==> src/rtl/arm_imm_pkg.sv <==
// ============================================================================
// Package     : arm_imm_pkg
// Description : Shared types, constants and rotate helper for the ARM
//               data-processing immediate encoder.
// Revision    : 1.0 - initial release
// ============================================================================
`default_nettype none

package arm_imm_pkg;

    // Search FSM states
    typedef enum logic [0:0] {
        IDLE   = 1'b0,
        SEARCH = 1'b1
    } state_t;

    localparam int ROT_COUNT = 16;
    localparam int ROT_W     = 4;
    localparam int IMM_W     = 8;

    // Last rotation index tried before declaring the constant unencodable
    localparam logic [ROT_W-1:0] ROT_LAST = ROT_W'(ROT_COUNT - 1);

    // Rotate a 32-bit word left by amt (0..31) bit positions
    function automatic logic [31:0] rol32(input logic [31:0] value, input logic [4:0] amt);
        logic [63:0] w_dbl;
        w_dbl = {value, value} << amt;
        return w_dbl[63:32];
    endfunction

endpackage : arm_imm_pkg

`default_nettype wire

==> src/rtl/arm_imm_encoder_imm_rot_check.sv <==
// ============================================================================
// Module      : imm_rot_check
// Description : Tests one rotation candidate. Rotating the constant left by
//               2*rot undoes the decoder's right rotation; the candidate hits
//               when only the low 8 bits remain populated.
// Revision    : 1.0 - initial release
// ============================================================================
`default_nettype none

module imm_rot_check
    import arm_imm_pkg::*;
(
    input  logic [31:0]      value,
    input  logic [ROT_W-1:0] rot,
    output logic             hit,
    output logic [IMM_W-1:0] imm8
);

    logic [31:0] w_cand;

    // Candidate word and hit decision for this rotation
    always_comb begin
        w_cand = rol32(value, {rot, 1'b0});
        hit    = (w_cand[31:IMM_W] == '0);
        imm8   = w_cand[IMM_W-1:0];
    end

endmodule : imm_rot_check

`default_nettype wire

==> src/rtl/arm_imm_encoder.sv <==
// ============================================================================
// Module      : arm_imm_encoder
// Description : Finds the canonical {imm_rotate, imm_8} encoding of a 32-bit
//               constant (smallest rotation wins) or flags it unencodable.
//               Default build: iterative search, one rotation per cycle.
//               Define ARM_IMM_ENCODER_PARALLEL_EN for a single-cycle
//               parallel search over all 16 rotations.
// Revision    : 1.0 - initial release
// ============================================================================
`default_nettype none

module arm_imm_encoder
    import arm_imm_pkg::*;
(
    input  logic             clk,
    input  logic             rst,
    input  logic             start,
    input  logic [31:0]      value,
    output logic             busy,
    output logic             done,
    output logic             found,
    output logic [ROT_W-1:0] imm_rotate,
    output logic [IMM_W-1:0] imm_8
);

    logic             r_done;
    logic             r_found;
    logic [ROT_W-1:0] r_imm_rotate;
    logic [IMM_W-1:0] r_imm_8;

`ifdef ARM_IMM_ENCODER_PARALLEL_EN

    logic [ROT_COUNT-1:0] w_hit;
    logic [IMM_W-1:0]     w_imm8 [ROT_COUNT];
    logic                 w_any;
    logic [ROT_W-1:0]     w_sel_rot;
    logic [IMM_W-1:0]     w_sel_imm;

    genvar gi;
    generate
        for (gi = 0; gi < ROT_COUNT; gi++) begin : g_cand
            imm_rot_check u_check (
                .value (value),
                .rot   (ROT_W'(gi)),
                .hit   (w_hit[gi]),
                .imm8  (w_imm8[gi])
            );
        end
    endgenerate

    // Priority select: scan downward so the smallest hitting rotation wins
    always_comb begin
        w_any     = 1'b0;
        w_sel_rot = '0;
        w_sel_imm = '0;
        for (int i = ROT_COUNT - 1; i >= 0; i--) begin
            if (w_hit[i]) begin
                w_any     = 1'b1;
                w_sel_rot = ROT_W'(i);
                w_sel_imm = w_imm8[i];
            end
        end
    end

    // Register the selected encoding on the start cycle; done follows one cycle later
    always_ff @(posedge clk or posedge rst) begin
        if (rst) begin
            r_done       <= 1'b0;
            r_found      <= 1'b0;
            r_imm_rotate <= '0;
            r_imm_8      <= '0;
        end else begin
            r_done <= 1'b0;
            if (start) begin
                r_done       <= 1'b1;
                r_found      <= w_any;
                r_imm_rotate <= w_sel_rot;
                r_imm_8      <= w_sel_imm;
            end
        end
    end

    assign busy = 1'b0;

`else

    state_t           r_state;
    logic [ROT_W-1:0] r_rot;
    logic [31:0]      r_value;
    logic             w_hit;
    logic [IMM_W-1:0] w_imm8;

    imm_rot_check u_check (
        .value (r_value),
        .rot   (r_rot),
        .hit   (w_hit),
        .imm8  (w_imm8)
    );

    // Search FSM: capture on start, try one rotation per cycle, report first hit or a miss
    always_ff @(posedge clk or posedge rst) begin
        if (rst) begin
            r_state      <= IDLE;
            r_rot        <= '0;
            r_value      <= '0;
            r_done       <= 1'b0;
            r_found      <= 1'b0;
            r_imm_rotate <= '0;
            r_imm_8      <= '0;
        end else begin
            r_done <= 1'b0;
            case (r_state)
                IDLE: begin
                    if (start) begin
                        r_value <= value;
                        r_rot   <= '0;
                        r_state <= SEARCH;
                    end
                end
                SEARCH: begin
                    if (w_hit) begin
                        r_found      <= 1'b1;
                        r_imm_rotate <= r_rot;
                        r_imm_8      <= w_imm8;
                        r_done       <= 1'b1;
                        r_state      <= IDLE;
                    end else if (r_rot == ROT_LAST) begin
                        r_found      <= 1'b0;
                        r_imm_rotate <= '0;
                        r_imm_8      <= '0;
                        r_done       <= 1'b1;
                        r_state      <= IDLE;
                    end else begin
                        r_rot <= r_rot + 1'b1;
                    end
                end
                default: r_state <= IDLE;
            endcase
        end
    end

    assign busy = (r_state == SEARCH);

`endif

    assign done       = r_done;
    assign found      = r_found;
    assign imm_rotate = r_imm_rotate;
    assign imm_8      = r_imm_8;

endmodule : arm_imm_encoder

`default_nettype wire
==> config.mk <==
export PLATFORM = sky130hd
export DESIGN_NAME = arm_imm_encoder
export DESIGN_NICKNAME = d
export VERILOG_FILES = /design/src/rtl/arm_imm_pkg.sv /design/src/rtl/arm_imm_encoder_imm_rot_check.sv /design/src/rtl/arm_imm_encoder.sv
export SDC_FILE = /design/constraint.sdc
export NUM_CORES = 1
export LEC_CHECK = 0
export ABC_AREA = 1
export CAP_MARGIN = 15
export CELL_PAD_IN_SITES_DETAIL_PLACEMENT = 2
export CELL_PAD_IN_SITES_GLOBAL_PLACEMENT = 2
export CORE_ASPECT_RATIO = 0.8
export CORE_MARGIN = 2
export CORE_UTILIZATION = 33
export CTS_CLUSTER_DIAMETER = 100
export CTS_CLUSTER_SIZE = 8
export DETAILED_ROUTE_END_ITERATION = 6
export PLACE_DENSITY = 0.95
export SKIP_LAST_GASP = 1
export SLEW_MARGIN = 20
export SYNTH_ARGS = -nofsm -noshare
export SYNTH_HDL_FRONTEND = slang
export SYNTH_SLANG_ARGS = --single-unit
==> constraint.sdc <==
create_clock -name clk -period 3.1 [get_ports clk]
set_clock_uncertainty 0.1 [all_clocks]
set_input_delay 0.62 -clock clk [delete_from_list [all_inputs] [get_ports clk]]
set_output_delay 0.62 -clock clk [all_outputs]
set_load 0.01 [all_outputs]
==> results.md <==
- Run status: finished, final reports clean
- Syn Area/Cell: 7.19 sq um
- Mapped Cells: 485
- Clk buf depth: 2
- Synthesis-to-finish area growth: 18.7%
- Sink Count: 51
- Post-synthesis adder-cell area fraction: 0.359%
- Crit path largest cell delay: 0.47 ns
- Fmax: 359 MHz
- Max-slew violation count: 0
- Vias in the first global route: 3832
- Post-synth top cells: 175 x nand2_1, 102 x nand3_1, 51 x dfrtp_1
- Cell type with the highest aggregate area in the netlist: dfrtp_1
- RSZ-0062 raised after global routing: false
- Synth Register Bits: 51
- First-pass GRT wire length: 19800 um
- Routability cong.: 0.853
- Site Rows: 33
- Fillers: 1193
- Startpoint types: flip-flop
- Initial antenna violation count: 0
- Largest family of logic cells by synthesized area: simple AND/OR/NAND/NOR gates
- Sequential share of the synthesized area: 36.6%
- Share of the synthesized area in the top cell type: 36.6%
- FF-to-FF setup slack: 0.31 ns
- Maximum vdd ir drop: 390 uV
- CP max stage cell: inv_2
- Avg WL per Cell: 17.8 um
- R2r worst-path depth: 12
- Storage element area: 1280 sq um
- Worst Tran Pin Value: 0.801 ns
- Yosys cell types: 28
- Synth area leaders: dfrtp_1 37%, nand2_1 19%, nand3_1 15%
- Maxcap violations: 0
- Starting Density: 33.9%
- DR pass1 iterations: 4
- Die Y: 96.0 um
- Mux cell area share after synthesis: 9.68%
- Clk slew on worst S/H paths: 0.06 ns
- Overall Global Routing Usage: 22.0%
- Crit Path Class: reg -> reg
- PwrDens: 1180 nW/um^2
- Synthesized cell area: 3490 sq um
- Iter 0 DRT Violations: 168
- DR vias/cell: 5.28
- CP required: 3.17 ns
- Vias: 3470
- Cells along the critical path: inv_2 > nand3_1 > nand2_1 > nand2_1 > nand2_1 > nand2_1 > nor2_1 > nand2_1 > nand2_2 > nand4_4 > nand3_1 > o21ai_2
- Bufs and invs on worst path: 1
- Area of the multi-input gates: 1930 sq um
- Min-Delay Path Class: reg -> reg
- Hold depth: 2
- Crit. End Element: flip-flop
- ANT nets after route: 0
- CP top delay family: simple AND/OR/NAND/NOR gates
- Synth Area in XOR/XNOR: 0.251%
- Slew margin rel.: 46.6%
- Lkg Pwr: 2.03 nW
- RR Startpoint: r_rot[1]
- Clock latency on the worst-skew pair: 0.29 ns
- Overall power: 4.88 mW
- CORE AREA: 10300 sq um
- Fin. Hold Viols: 0
- Final setup vio count: 0
- Share of layout cells above drive strength 1: 12.2%
- Die width: 119 um
- Worst EP arrival: 2.85 ns
- CTS Hold Bufs: 0
- Hold endpoint: found
- Largest net degree at the start of global routing: 52
- Post-CTS resize count: 0
- Asr flop ratio synth: 100%
- Most frequent cell after synthesis: nand2_1
- Final #Nets: 554
- DRC: 0
- CTS tree: built
- Root buffer cell: clkbuf_16
- Most frequent cell on the critical path: nand2_1
- Worst reg2reg endpoint: imm_rotate[0]
- Compound-Gate Fraction of Synth Area: 4.95%
- Synth Warn #: 0
- Die ar.: 11400 sq um
- Num CTS Buffers: 5
- I/O Buffers: 49
- Number of synthesized flops with an enable pin: 0
- Primary FF master, synth: dfrtp_1
- IO Count: 50
- Post-CTS Setup Bufs: 0
- H-tree depth: 2
- Minimum clock period: 2.79 ns
- Hold path start: found
- Final TNS setup: 0 ns
- Post-Syn Nets: 521
- GR Overflow Total: 0
- Synth Area in Simple Gates: 40.0%
- Final wirelength: 11700 um
- Ant. Diodes: 0
- DP Wirelength: 8680 um
- Tcrit/Tclk final: 89.9%
- Critical path fanouts, max: 33
[worst reg2reg max path, stage by stage, from the launching register on]
cell and delay, ns:
dfrtp_1 0.41, inv_2 0.47, nand3_1 0.31, nand2_1 0.17, nand2_1 0.09, nand2_1 0.11, nand2_1 0.05, nor2_1 0.09
nand2_1 0.08, nand2_2 0.10, nand4_4 0.36, nand3_1 0.24, o21ai_2 0.08
[state kept, by name (all words and copies together) (netlist names)]
register	flops
imm_8	8
r_value	32
found	1
busy	1
r_rot	4
done	1
imm_rotate	4
[logic make-up after synthesis]
logic type,after synthesis
simple gates,317
buf+inv,54
flops,51
compound gates,31
mux,30
xor+xnor,1
fa+ha+maj,1
[through the flow]
stage               setup slack, ns  util [%]  std cells  cell area [sq um]  hold slack [ns]
finish                        0.314      40.3        657               4140            0.416
global route                 0.0657      40.3        657               4140            0.466
CTS                           0.321      40.3        657               4140            0.421
detailed placement            0.346      39.0        651               4010            0.400
global placement              0.518      39.0        651               4010            0.403
floorplan                      1.13         -        485               3490            0.403
[layout by cell type (no fill, tap or decap)]
cell type / Yosys / final
a21oi_1: 7 / 7
and2_1: 1 / 1
buf_4: 7 / 6
clkbuf_1: 7 / 1
clkbuf_16: 0 / 5
clkdlybuf4s50_1: 0 / 49
dfrtp_1: 51 / 51
ha_1: 1 / 1
inv_1: 23 / 22
inv_2: 1 / 2
inv_4: 1 / 1
mux2_2: 30 / 30
nand2_1: 175 / 175
nand2_2: 6 / 6
nand3_1: 102 / 102
nand3_2: 3 / 3
nand4_1: 4 / 4
nand4_4: 1 / 1
nor2_1: 19 / 19
nor2_2: 3 / 3
nor3_1: 1 / 1
o21a_1: 1 / 1
o21ai_0: 9 / 9
o21ai_1: 10 / 10
o21ai_2: 4 / 4
or2_2: 2 / 2
xor2_1: 1 / 1
[layout make-up]
class	count	area share (%)
clock buffer	6	3.11
inverter	25	2.33
multi-input combinational	380	46.6
sequential	51	30.8
tap	140	4.23
timing repair buffer	55	12.9
[layer usage]
layer	GRT usage (%)	wire length [um]	share of wire [%]
met1	27.9	5400	46
met2	39.1	5670	48
met3	4.03	447	3.8
met4	5.56	178	1.5
met5	0	0	0
[where the power goes]
group	total, mW	switching (mW)	leakage (nW)	internal [mW]
Sequential	1.21	0.255	0.619	0.955
Clock	0.523	0.233	0.0628	0.291
Combinational	3.14	2.07	1.35	1.07
[worst max-delay path by stage]
stage / from / cells past startpoint / end
after floorplan: r_rot[0] / 15 / imm_rotate[0]
after global placement: r_rot[1] / 11 / imm_rotate[1]
after detailed placement: r_rot[1] / 11 / imm_rotate[0]
after CTS: r_rot[1] / 11 / imm_rotate[0]
after global routing: r_rot[1] / 12 / imm_rotate[0]
final: r_rot[1] / 12 / imm_rotate[0]
Note: power is estimated with default switching activity, not from simulation.
